--- config.mk ---
export PLATFORM = sky130hd
export DESIGN_NAME = dcache_req_tracker
export DESIGN_NICKNAME = d
export VERILOG_FILES = /design/src/rtl/drac_pkg.sv /design/src/rtl/tracker_oldest_pend.sv /design/src/rtl/dcache_req_tracker.sv
export SDC_FILE = /design/constraint.sdc
export NUM_CORES = 1
export LEC_CHECK = 0
export CAP_MARGIN = 20
export CORE_MARGIN = 1
export CORE_UTILIZATION = 50
export DETAILED_ROUTE_END_ITERATION = 7
export PLACE_DENSITY = 0.72
export SYNTH_ARGS = -nofsm -noshare
export SYNTH_HDL_FRONTEND = slang
export SYNTH_HIERARCHICAL = 1
export SYNTH_SLANG_ARGS = --single-unit
--- constraint.sdc ---
create_clock -name clk_i -period 4.5 [get_ports clk_i]
set_input_delay 0.675 -clock clk_i [delete_from_list [all_inputs] [get_ports clk_i]]
set_output_delay 0.675 -clock clk_i [all_outputs]
set_load 0.005 [all_outputs]
--- src/rtl/drac_pkg.sv ---
// Shared types for the data cache request tracker: entry state encoding,
// per-entry control record and cache command codes.
package drac_pkg;

  typedef enum logic [2:0] {
    StFree,
    StPend,
    StIssued,
    StDone,
    StZombie
  } tracker_state_t;

  typedef struct packed {
    tracker_state_t state;
    logic           is_store;
    logic [3:0]     op_type;
    logic [4:0]     rd;
    logic           xcpt;
  } tracker_entry_t;

  localparam logic [4:0] CmdLoad  = 5'b00000;
  localparam logic [4:0] CmdStore = 5'b00001;

  function automatic logic [4:0] cmd_of(input logic is_store);
    return is_store ? CmdStore : CmdLoad;
  endfunction

endpackage

--- src/rtl/tracker_oldest_pend.sv ---
// Rotating priority finder: returns the first set bit of pend_i at or after
// head_i, wrapping modulo DEPTH, i.e. the oldest pending entry.
module tracker_oldest_pend #(
  parameter int unsigned DEPTH = 4,
  localparam int unsigned IdxW = $clog2(DEPTH)
) (
  input  logic [DEPTH-1:0] pend_i,
  input  logic [IdxW-1:0]  head_i,
  output logic             found_o,
  output logic [IdxW-1:0]  idx_o
);

  logic [IdxW-1:0] cand;

  always_comb begin
    found_o = 1'b0;
    idx_o   = head_i;
    cand    = head_i;
    for (int unsigned i = 0; i < DEPTH; i++) begin
      // DEPTH is a power of two, so the index add wraps naturally.
      cand = head_i + IdxW'(i);
      if (!found_o && pend_i[cand]) begin
        found_o = 1'b1;
        idx_o   = cand;
      end
    end
  end

endmodule

--- src/rtl/dcache_req_tracker.sv ---
// Circular tracker for up to DEPTH outstanding data cache requests: issues
// oldest-first with entry-index tags, replays nacks, retires in program order.
module dcache_req_tracker
  import drac_pkg::*;
#(
  parameter int unsigned DEPTH  = 4,
  parameter int unsigned ADDR_W = 40,
  parameter int unsigned DATA_W = 64,
  parameter int unsigned TAG_W  = 8
) (
  input  logic              clk_i,
  input  logic              rstn_i,
  input  logic              req_valid_i,
  output logic              req_ready_o,
  input  logic              req_is_store_i,
  input  logic [ADDR_W-1:0] req_addr_i,
  input  logic [DATA_W-1:0] req_data_i,
  input  logic [3:0]        req_op_type_i,
  input  logic [4:0]        req_rd_i,
  input  logic              kill_i,
  output logic              dmem_req_valid_o,
  input  logic              dmem_req_ready_i,
  output logic [4:0]        dmem_req_cmd_o,
  output logic [ADDR_W-1:0] dmem_req_addr_o,
  output logic [DATA_W-1:0] dmem_req_data_o,
  output logic [3:0]        dmem_op_type_o,
  output logic [TAG_W-1:0]  dmem_req_tag_o,
  output logic              dmem_req_kill_o,
  input  logic              dmem_resp_valid_i,
  input  logic              dmem_resp_nack_i,
  input  logic [TAG_W-1:0]  dmem_resp_tag_i,
  input  logic [DATA_W-1:0] dmem_resp_data_i,
  input  logic              dmem_xcpt_i,
  output logic              resp_valid_o,
  input  logic              resp_ready_i,
  output logic [DATA_W-1:0] resp_data_o,
  output logic [4:0]        resp_rd_o,
  output logic              resp_xcpt_o,
  output logic              dmem_is_load_o,
  output logic              dmem_is_store_o
);

  localparam int unsigned IdxW = $clog2(DEPTH);

  tracker_entry_t    ent_q   [DEPTH];
  tracker_entry_t    ent_d   [DEPTH];
  logic [ADDR_W-1:0] addr_q  [DEPTH];
  logic [DATA_W-1:0] wdata_q [DEPTH];
  logic [DATA_W-1:0] rdata_q [DEPTH];
  logic [DATA_W-1:0] rdata_d [DEPTH];

  logic [IdxW-1:0] head_q, head_d;
  logic [IdxW-1:0] tail_q, tail_d;
  logic [IdxW-1:0] issue_q, issue_d;
  logic            hold_q, hold_d;
  logic            drain_q, drain_d;
  logic            kill_pulse_q;
  logic            is_load_q, is_store_q;

  logic [DEPTH-1:0] pend_vec;
  logic             pend_found;
  logic [IdxW-1:0]  pend_idx;
  logic [IdxW-1:0]  sel_idx;
  logic             sel_vld;
  logic             alloc, issue_hs, retire;
  logic             tag_ok, resp_hit, nack_hit;
  logic [IdxW-1:0]  resp_idx;
  logic             zombie_any;

  always_comb begin
    pend_vec = '0;
    for (int unsigned i = 0; i < DEPTH; i++) begin
      pend_vec[i] = (ent_q[i].state == StPend);
    end
  end

  tracker_oldest_pend #(
    .DEPTH (DEPTH)
  ) u_oldest_pend (
    .pend_i  (pend_vec),
    .head_i  (head_q),
    .found_o (pend_found),
    .idx_o   (pend_idx)
  );

  // A presented but unaccepted request is pinned so its fields stay stable
  // even if an older entry is nacked back to pending meanwhile.
  assign sel_idx = hold_q ? issue_q : pend_idx;
  assign sel_vld = hold_q | pend_found;

  assign req_ready_o      = (ent_q[tail_q].state == StFree) & ~drain_q & ~kill_i;
  assign dmem_req_valid_o = sel_vld & ~kill_i;
  assign resp_valid_o     = (ent_q[head_q].state == StDone) & ~drain_q & ~kill_i;

  assign alloc    = req_valid_i & req_ready_o;
  assign issue_hs = dmem_req_valid_o & dmem_req_ready_i;
  assign retire   = resp_valid_o & resp_ready_i;

  // Tags with nonzero upper bits never name a tracker entry.
  assign tag_ok   = ((dmem_resp_tag_i >> IdxW) == '0);
  assign resp_idx = dmem_resp_tag_i[IdxW-1:0];
  assign resp_hit = dmem_resp_valid_i & tag_ok;
  assign nack_hit = dmem_resp_nack_i & tag_ok & ~dmem_resp_valid_i;

  assign dmem_req_cmd_o  = cmd_of(ent_q[sel_idx].is_store);
  assign dmem_req_addr_o = addr_q[sel_idx];
  assign dmem_req_data_o = wdata_q[sel_idx];
  assign dmem_op_type_o  = ent_q[sel_idx].op_type;
  assign dmem_req_tag_o  = TAG_W'(sel_idx);
  assign dmem_req_kill_o = kill_pulse_q;

  assign resp_data_o = rdata_q[head_q];
  assign resp_rd_o   = ent_q[head_q].rd;
  assign resp_xcpt_o = ent_q[head_q].xcpt;

  assign dmem_is_load_o  = is_load_q;
  assign dmem_is_store_o = is_store_q;

  always_comb begin
    ent_d   = ent_q;
    rdata_d = rdata_q;
    for (int unsigned i = 0; i < DEPTH; i++) begin
      if (alloc && tail_q == IdxW'(i)) begin
        ent_d[i].state    = StPend;
        ent_d[i].is_store = req_is_store_i;
        ent_d[i].op_type  = req_op_type_i;
        ent_d[i].rd       = req_rd_i;
        ent_d[i].xcpt     = 1'b0;
      end
      if (issue_hs && sel_idx == IdxW'(i)) begin
        ent_d[i].state = StIssued;
      end
      if (retire && head_q == IdxW'(i)) begin
        ent_d[i].state = StFree;
      end
      if (resp_hit && resp_idx == IdxW'(i)) begin
        if (ent_q[i].state == StIssued) begin
          ent_d[i].state = StDone;
          ent_d[i].xcpt  = dmem_xcpt_i;
          rdata_d[i]     = ent_q[i].is_store ? '0 : dmem_resp_data_i;
        end else if (ent_q[i].state == StZombie) begin
          ent_d[i].state = StFree;
        end
      end else if (nack_hit && resp_idx == IdxW'(i)) begin
        if (ent_q[i].state == StIssued) begin
          ent_d[i].state = StPend;
        end else if (ent_q[i].state == StZombie) begin
          ent_d[i].state = StFree;
        end
      end
      // Requests the cache already holds must be drained as zombies.
      if (kill_i) begin
        ent_d[i].state = (ent_d[i].state == StIssued || ent_d[i].state == StZombie) ?
                         StZombie : StFree;
      end
    end
  end

  always_comb begin
    zombie_any = 1'b0;
    for (int unsigned i = 0; i < DEPTH; i++) begin
      zombie_any = zombie_any | (ent_d[i].state == StZombie);
    end
  end

  always_comb begin
    head_d  = head_q + IdxW'(retire);
    tail_d  = tail_q + IdxW'(alloc);
    hold_d  = dmem_req_valid_o & ~dmem_req_ready_i;
    issue_d = hold_d ? sel_idx : issue_q;
    drain_d = zombie_any;
    if ((kill_i || drain_q) && !zombie_any) begin
      head_d  = '0;
      tail_d  = '0;
      issue_d = '0;
    end
  end

  always_ff @(posedge clk_i or negedge rstn_i) begin
    if (!rstn_i) begin
      for (int unsigned i = 0; i < DEPTH; i++) begin
        ent_q[i]   <= '{state: StFree, default: '0};
        addr_q[i]  <= '0;
        wdata_q[i] <= '0;
        rdata_q[i] <= '0;
      end
      head_q       <= '0;
      tail_q       <= '0;
      issue_q      <= '0;
      hold_q       <= 1'b0;
      drain_q      <= 1'b0;
      kill_pulse_q <= 1'b0;
      is_load_q    <= 1'b0;
      is_store_q   <= 1'b0;
    end else begin
      ent_q   <= ent_d;
      rdata_q <= rdata_d;
      if (alloc) begin
        addr_q[tail_q]  <= req_addr_i;
        wdata_q[tail_q] <= req_data_i;
      end
      head_q       <= head_d;
      tail_q       <= tail_d;
      issue_q      <= issue_d;
      hold_q       <= hold_d;
      drain_q      <= drain_d;
      kill_pulse_q <= kill_i;
      is_load_q    <= issue_hs & ~ent_q[sel_idx].is_store;
      is_store_q   <= issue_hs & ent_q[sel_idx].is_store;
    end
  end

  held_entry_pending: assert property (@(posedge clk_i) disable iff (!rstn_i)
    hold_q |-> ent_q[issue_q].state == StPend);

endmodule

==> implementation parameters, run 1 <==
Parameter                              Value

Synthesis
  Number of library cell types mapped by synthesis    66
  Main synth FF type    dfrtp_1
  Cells after Synth    3116
  Synth warnings    6
  Sequential share of the synthesized area    0.540
  Post-synthesis sequential element count    739
  Number of enable-type register cells in the synthesized netlist    0
  Post-Synthesis Mean Instance Area    11.0 um2
  Total standard cell area after synthesis    34300 um2
  Async S/R FF share, synth    1.00

GRT
  Via count of the first global-routing pass    26600
  Leftover overflow at the end of global routing    0
  All-layer global routing usage    0.271
  Global-route wire length before repair    149000 um
  Pin count of the biggest net entering global routing    111
  Initial antenna violation count    23

Clock tree
  TritonCTS Buffers    79
  Quantity of hold-fixing buffers added after cts    0
  Insertion delay of the later-clocked pin in the worst-skew pair    0.62 ns
  Clock tree from TritonCTS    yes
  Deepest level of the CTS H-tree    3
  Post-CTS clock slew at the launch and capture registers of the worst setup and hold paths    0.06 ns
  CTS Root Buffer Type    clkbuf_16
  Buffer depth of the longest clock path    3
  Clock net sink count    739

Placed design
  PortBufs    381
  Area after DPL    39100 um2
  GPL Wtd Cong    0.861
  Pre-CTS WS    0.483 ns
  DPL Wire Length    57900 um
  Inst Count DP    4206

Timing
  Max transition margin    0.238
  Final critical-path setup slack    0.116 ns
  Final Hold Viols    0
  Final period util    0.974
  Max Clock Freq    228 MHz
  Max Transition Viols Final    0
  Slew at the pin with the worst max-slew slack    1.14 ns
  Post-Route Skew    0.0192 ns
  Hold Slack    0.145 ns
  Shortest clock period the worst path allows after layout    4.38 ns
  Final number of setup-violating endpoints    0

Die
  Total I/O pin count    392
  Width of the die    264 um
  Starting density of the core    0.508
  Die Ht    264 um
  Core ar.    67500 um2
  Die Footprint    69600 um2
  Placement Rows    95

Cells and area
  Number of filler instances in the final layout    5218
  Final cell count without fillers    4362
  Final std cell area, no fill    42000 um2
  Most frequent standard cell in the layout excluding fill and tap cells    dfrtp_1
  Growth of design area from synthesis to finish    22.6%
  Fraction of final layout cells sized beyond drive strength 1    0.217
  Layout Nets    3619
  Highest-count cells in the layout ignoring fill and taps    dfrtp_1, nand2_1, mux2_2, clkdlybuf4s50_1, o21ai_0
  Util after Layout    0.622

Setup path
  Critical Path End Type    primary output
  Worst flop-to-flop path endpoint    issue_q[1]
  Startpoint-to-endpoint class of the critical path    flop to primary output
  Startpoint type of the worst setup path    flop
  Worst flop-to-flop path startpoint    ent_q[55]
  Largest fanout of any net on the critical path    29
  Worst endpoint required time    3.83 ns
  Length in cells of the worst reg-to-reg path    14
  Flop-to-flop setup slack    0.96 ns
  Worst Path Arrival    3.71 ns

Pwr
  Cell leakage power    0.0197 uW
  Largest voltage drop on the vdd net    0.317 mV
  Pwr/cell area    342 nW/um2

Drt
  Iter 0 DRT Violations    1768
  Total Routed Length    95200 um
  Average wire per cell in the routed design    21.8 um
  Residual DRC count    0
  Detailed-router iteration count before antenna repair    6
  Via count of the routed design    25300
  Post-detailed-route via-to-cell ratio    5.79
  Post-detailed-route count of antenna-violating nets    0

Flow run
  Number of max-capacitance violations reported    0

Hold path
  Classification of the worst-slack hold path    input port to asynchronous set/reset pin

Run status
  Result of the run    finished clean
cell type report:
type | count | area, um2 | area share
diodes | 10 | 25.0 | 0.000596
clock buffers | 110 | 2220 | 0.0529
clock inverters | 28 | 392 | 0.00932
inverters | 8 | 58.8 | 0.00140
multi-input cells | 2143 | 14900 | 0.356
flip-flops and latches | 739 | 18500 | 0.440
well taps | 873 | 1090 | 0.0260
repair buffers | 450 | 4770 | 0.114
repair inverters | 1 | 8.76 | 0.000208
cell families (layout without fill, tap and decap cells):
kind of cell	Yosys count	after routing	share of synthesized area
adder cells (fa/ha/maj)	2	2	0.000730
AND/OR/NAND/NOR	1174	1174	0.163
multiplexers	528	528	0.197
flip-flops	739	739	0.540
buffers and inverters	243	597	0.0291
XOR/XNOR	2	2	0.000511
AO/OA/AOI/OAI	427	427	0.0699
other	1	20	0.000109
stage by stage:
step,setup TNS (ns),total power [uW]
floorplan,0,7250
global placement,0,7890
detailed placement,0,7940
CTS,0,14500
global route,-0.0190,14900
finish,0,14400
cells in the mapped netlist, types with 3 or more instances:
library cell | instances | share of area
buf_1 | 25 | 0.0027
nand3b_1 | 3 | 0.00066
a21boi_1 | 3 | 0.00066
nor3b_1 | 3 | 0.00066
nor3_1 | 5 | 0.00073
nor4_1 | 4 | 0.00073
nor2_1 | 21 | 0.0023
inv_1 | 7 | 0.00077
o21ai_0 | 271 | 0.040
a31oi_1 | 112 | 0.020
and3_1 | 112 | 0.020
clkbuf_1 | 168 | 0.018
nor4bb_1 | 3 | 0.00088
nand3_1 | 8 | 0.0012
buf_2 | 31 | 0.0045
nand2b_1 | 263 | 0.048
mux2_2 | 456 | 0.15
nand4_1 | 7 | 0.0013
nor4b_1 | 4 | 0.0010
dfrtp_1 | 739 | 0.54
o211ai_1 | 5 | 0.0011
nand2_1 | 711 | 0.078
nor2b_1 | 9 | 0.0016
mux4_2 | 70 | 0.046
and2_1 | 3 | 0.00055
a21oi_1 | 16 | 0.0023
buf_4 | 10 | 0.0022
where the power goes:
group,switching (uW),internal [uW]
Sequential,71.2,6770
Combinational,473,507
Clock,2740,3830
Total,3290,11100
worst max-delay path, stage by stage, from the launching register on:
cell and delay [ns]:
dfrtp_1 0.49, nor3b_4 0.30, nand3b_1 0.15, nand4b_1 0.10
nand2_1 0.14, mux2i_4 0.11, buf_4 0.16, bufinv_16 0.28
buf_16 0.23, nand2_1 0.07, and3_1 0.18, a31oi_2 0.25
clkdlybuf4s50_1 0.58
layer usage:
layer  vias up  track usage  part of all wire
met4        34       0.0864             0.025
met5         -            0            0.0022
met2       767        0.444              0.48
li1      11300            -                 -
met1     13000        0.348              0.42
met3       189       0.0744             0.073
worst max path at each step:
stage / startpoint / end
after floorplan: ent_q[12] / dmem_req_data_o[45]
final: ent_q[13] / dmem_req_data_o[8]
after global routing: ent_q[13] / dmem_req_addr_o[25]
after CTS: ent_q[40] / dmem_req_data_o[48]
after global placement: ent_q[12] / dmem_req_data_o[8]
after detailed placement: ent_q[26] / dmem_req_data_o[8]
repair_timing:
| action | 4_1_cts | 5_1_grt |
|---|---|---|
| setup buffers | 0 | 4 |
| pin swaps | 0 | 1 |
| gates cloned | 0 | 4 |
| resized for setup | 8 | 24 |
| endpoints found under the setup margin | 80 | 88 |
sequential cells by signal (all words and copies together), names as in the netlist, 2 cells and up:
register	flops
wdata_q	256
rdata_q	256
addr_q	160
issue_q	2
head_q	2
ent_q	56
tail_q	2
No activity file was read; power rests on OpenSTA's default activity.
==> run 2, diff against run 1 <==
--- a/config.mk
+++ b/config.mk
@@ -9,8 +9,10 @@
 export CORE_MARGIN = 1
 export CORE_UTILIZATION = 50
 export DETAILED_ROUTE_END_ITERATION = 7
-export PLACE_DENSITY = 0.72
+export PLACE_DENSITY = 0.79
+export RECOVER_POWER = 50
 export SYNTH_ARGS = -nofsm -noshare
 export SYNTH_HDL_FRONTEND = slang
 export SYNTH_HIERARCHICAL = 1
 export SYNTH_SLANG_ARGS = --single-unit
+export TNS_END_PERCENT = 10
==> implementation parameters, run 2 (same netlist as run 1, synthesis figures left out) <==
Parameter                              Value

Drt
  Iter 0 DRT Violations    1956 (was 1768)
  Detailed-router iteration count before antenna repair    5 (was 6)
  Routed length on met3    6500 um (was 6970 um)
  Uppermost layer routed    met5 (unchanged)
  Residual DRC count    0 (unchanged)
  Total Routed Length    91200 um (was 95200 um)
  Post-detailed-route count of antenna-violating nets    0 (unchanged)
  Total routed wire length on the met1 layer    38600 um (was 39500 um)
  Wire length on met2    43800 um (was 46100 um)
  Via count of the routed design    24700 (was 25300)
  Average wire per cell in the routed design    20.9 um (was 21.8 um)
  Post-detailed-route via-to-cell ratio    5.68 (was 5.79)

Setup path
  Largest fanout of any net on the critical path    59 (was 29)
  Cell type group with the largest total delay on the critical path    buffers and inverters (unchanged)
  Slowest stage cell on the critical path    clkdlybuf4s50_1 (unchanged)
  Startpoint-to-endpoint class of the critical path    flop to primary output (unchanged)
  Worst endpoint required time    3.83 ns (about the same)
  CP bufs+invs    3 (was 4)
  Cells traversed along the worst timing path    nor3_2, nor2b_1, o21ai_0, nand2_1, mux2i_4, inv_12, buf_12, nand2_1, and3_1, a31oi_1, clkdlybuf4s50_1 (was nor3b_4, nand3b_1, nand4b_1, nand2_1, mux2i_4, buf_4, bufinv_16, buf_16, nand2_1, and3_1, a31oi_2, clkdlybuf4s50_1)
  Length in cells of the worst reg-to-reg path    13 (was 14)
  Critical Path End Type    primary output (unchanged)
  Worst flop-to-flop path endpoint    tail_q[1] (was issue_q[1])
  Worst Path Arrival    3.74 ns (was 3.71 ns)
  Startpoint type of the worst setup path    flop (unchanged)
  Cell occurring most often along the worst timing path    nand2_1 (unchanged)
  Flop-to-flop setup slack    1.24 ns (was 0.96 ns)
  Stage delay of the slowest cell on the critical path    0.58 ns (about the same)
  Worst flop-to-flop path startpoint    ent_q[25] (was ent_q[55])

Timing
  Max transition margin    -0.666 (was 0.238)
  Final Hold Viols    0 (unchanged)
  Shortest clock period the worst path allows after layout    4.42 ns (was 4.38 ns)
  Final number of setup-violating endpoints    0 (unchanged)
  Max Clock Freq    226 MHz (was 228 MHz)
  Unrepaired setup endpoints after global routing    true
  Post-Route Skew    0.0428 ns (was 0.0192 ns)
  Final period util    0.982 (was 0.974)
  Hold Slack    0.474 ns (was 0.145 ns)
  Final critical-path setup slack    0.0814 ns (was 0.116 ns)
  Slew at the pin with the worst max-slew slack    2.50 ns (was 1.14 ns)
  Max Transition Viols Final    682 (was 0)

Die
  Width of the die    264 um (unchanged)
  Die Footprint    69600 um2 (unchanged)
  Placement Rows    95 (unchanged)
  Core ar.    67500 um2 (unchanged)
  Die Ht    264 um (unchanged)
  Total I/O pin count    392 (unchanged)
  Starting density of the core    0.508 (unchanged)

Cells and area
  Growth of design area from synthesis to finish    21.8% (was 22.6%)
  Fraction of final layout cells sized beyond drive strength 1    0.214 (was 0.217)
  Layout Nets    3614 (was 3619)
  Highest-count cells in the layout ignoring fill and taps    dfrtp_1, nand2_1, mux2_2, clkdlybuf4s50_1, o21ai_0 (unchanged)
  Util after Layout    0.618 (was 0.622)
  Most frequent standard cell in the layout excluding fill and tap cells    dfrtp_1 (unchanged)
  Biggest regs    rdata_q (256), wdata_q (256), addr_q (160) (unchanged)
  Number of filler instances in the final layout    5226 (was 5218)

Pwr
  Proportion of power drawn by the clock network    0.458 (was 0.457)
  Largest voltage drop on the vdd net    0.351 mV (was 0.317 mV)
  Cell leakage power    0.0196 uW (was 0.0197 uW)
  Pwr/cell area    345 nW/um2 (was 342 nW/um2)
  Sum of internal, switching and leakage power    14400 uW (about the same)
  Comb pwr share    0.066 (was 0.068)
  Part of the total power dissipated in sequential elements    0.475 (about the same)
  Net Switching    3330 uW (was 3290 uW)
  Internal power summed over all cells    11100 uW (about the same)
  Switching power share of the total    0.231 (was 0.228)

Hold path
  Hold Crit Depth    2
  Worst Hold Endpoint    rdata_q[104]
  Classification of the worst-slack hold path    flop to flop (was input port to asynchronous set/reset pin)
  Worst hold path startpoint    rdata_q[104]

Clock tree
  Quantity of hold-fixing buffers added after cts    0 (unchanged)
  CTS Root Buffer Type    clkbuf_16 (unchanged)
  Deepest level of the CTS H-tree    3 (unchanged)
  TritonCTS Buffers    80 (was 79)
  Post-CTS clock slew at the launch and capture registers of the worst setup and hold paths    0.06 ns (about the same)
  Clock tree from TritonCTS    yes (unchanged)
  Clock net sink count    739 (unchanged)
  Buffer depth of the longest clock path    3 (unchanged)
  Insertion delay of the later-clocked pin in the worst-skew pair    0.64 ns (was 0.62 ns)

Placed design
  PortBufs    381 (unchanged)
  DPL Wire Length    53700 um (was 57900 um)
  Pre-CTS WS    0.447 ns (was 0.483 ns)
  GPL Wtd Cong    0.834 (was 0.861)

Flow run
  Number of max-capacitance violations reported    8 (was 0)

GRT
  Global-route wire length before repair    145000 um (was 149000 um)
  Pin count of the biggest net entering global routing    131 (was 111)
  Leftover overflow at the end of global routing    0 (unchanged)
  Initial antenna violation count    14 (was 23)
  All-layer global routing usage    0.262 (was 0.271)
  Via count of the first global-routing pass    25500 (was 26600)

Run status
  Failing checks    max-capacitance violations, max-slew violations
  Result of the run    finished with violations (was finished clean)
[run 2: cell types whose count changed in the layout (fill, tap and decap cells not counted), moves of 5 or more]
cell	before	now
buf_4	34	21
buf_12	23	15
clkinv_2	14	22
clkbuf_1	18	24
diode_2	10	4
dlygate4sd3_1	0	6
clkbuf_2	0	5
[run 2: power groups by stage]
stage	clock, uW	combinational, uW	sequential (uW)
4_1_cts	6720	986	6830
6_report	6590	957	6840
3_5_place_dp	0	976	6950
2_1_floorplan	0	322	6930
5_1_grt	6980	1060	6840
3_3_place_gp	0	963	6950
[run 2: area by class of cell]
type | count | area, um2 | share of cell area
Timing Repair Buffer | 445 | 4540 | 0.109
Clock inverter | 32 | 347 | 0.00831
Antenna cell | 4 | 10.0 | 0.000240
Sequential cell | 739 | 18500 | 0.444
Inverter | 8 | 45.0 | 0.00108
Clock buffer | 111 | 2310 | 0.0554
Tap cell | 873 | 1090 | 0.0262
Multi-Input combinational cell | 2143 | 14900 | 0.356
[run 2: layer usage]
metal  vias up  global-route usage
li1      11300                   -
met1     12600               0.343
met2       665               0.427
met3       156              0.0699
met4        22              0.0756
met5         -                   0
[run 2: worst reg2reg max path: stages (launching register included)]
cell,delay [ns]
dfrtp_1,0.42
inv_1,0.11
nor3_2,0.07
or3_1,0.35
nand4b_1,0.10
nand2_1,0.09
mux2i_4,0.38
buf_4,0.23
buf_16,0.27
o211ai_1,0.25
a22oi_1,0.21
o32ai_1,0.15
nor3_2,0.33
a21oi_1,0.14
[run 2: worst max path at each step]
stage               startpoint  slack, ns  cells past startpoint             endpoint
finish               ent_q[27]       0.08                     11  dmem_req_data_o[37]
global placement     ent_q[54]       0.49                     11  dmem_req_data_o[61]
detailed placement   ent_q[54]       0.45                     11  dmem_req_data_o[61]
floorplan            ent_q[12]       1.47                     12  dmem_req_data_o[45]
CTS                  ent_q[26]       0.02                     11  dmem_req_data_o[30]
global route         ent_q[26]      -0.08                     11  dmem_req_data_o[30]
[run 2: repair_timing]
action / 4_1_cts / 5_1_grt
buffers inserted: 2 / 1
gates cloned: 2 / 2
endpoints found under the setup margin: 89 / 116
gates resized for setup: 5 / 14
hold endpoints to repair: 0 / 0
[run 2: through the flow]
| step | std cells | cell area (um2) | setup TNS (ns) |
|---|---|---|---|
| 2_1_floorplan | 3125 | 34300 | 0 |
| 3_3_place_gp | 4201 | 39100 | 0 |
| 3_5_place_dp | 4201 | 39100 | 0 |
| 4_1_cts | 4348 | 41800 | 0 |
| 5_1_grt | 4353 | 41700 | -1.01 |
| 6_report | 4355 | 41700 | 0 |
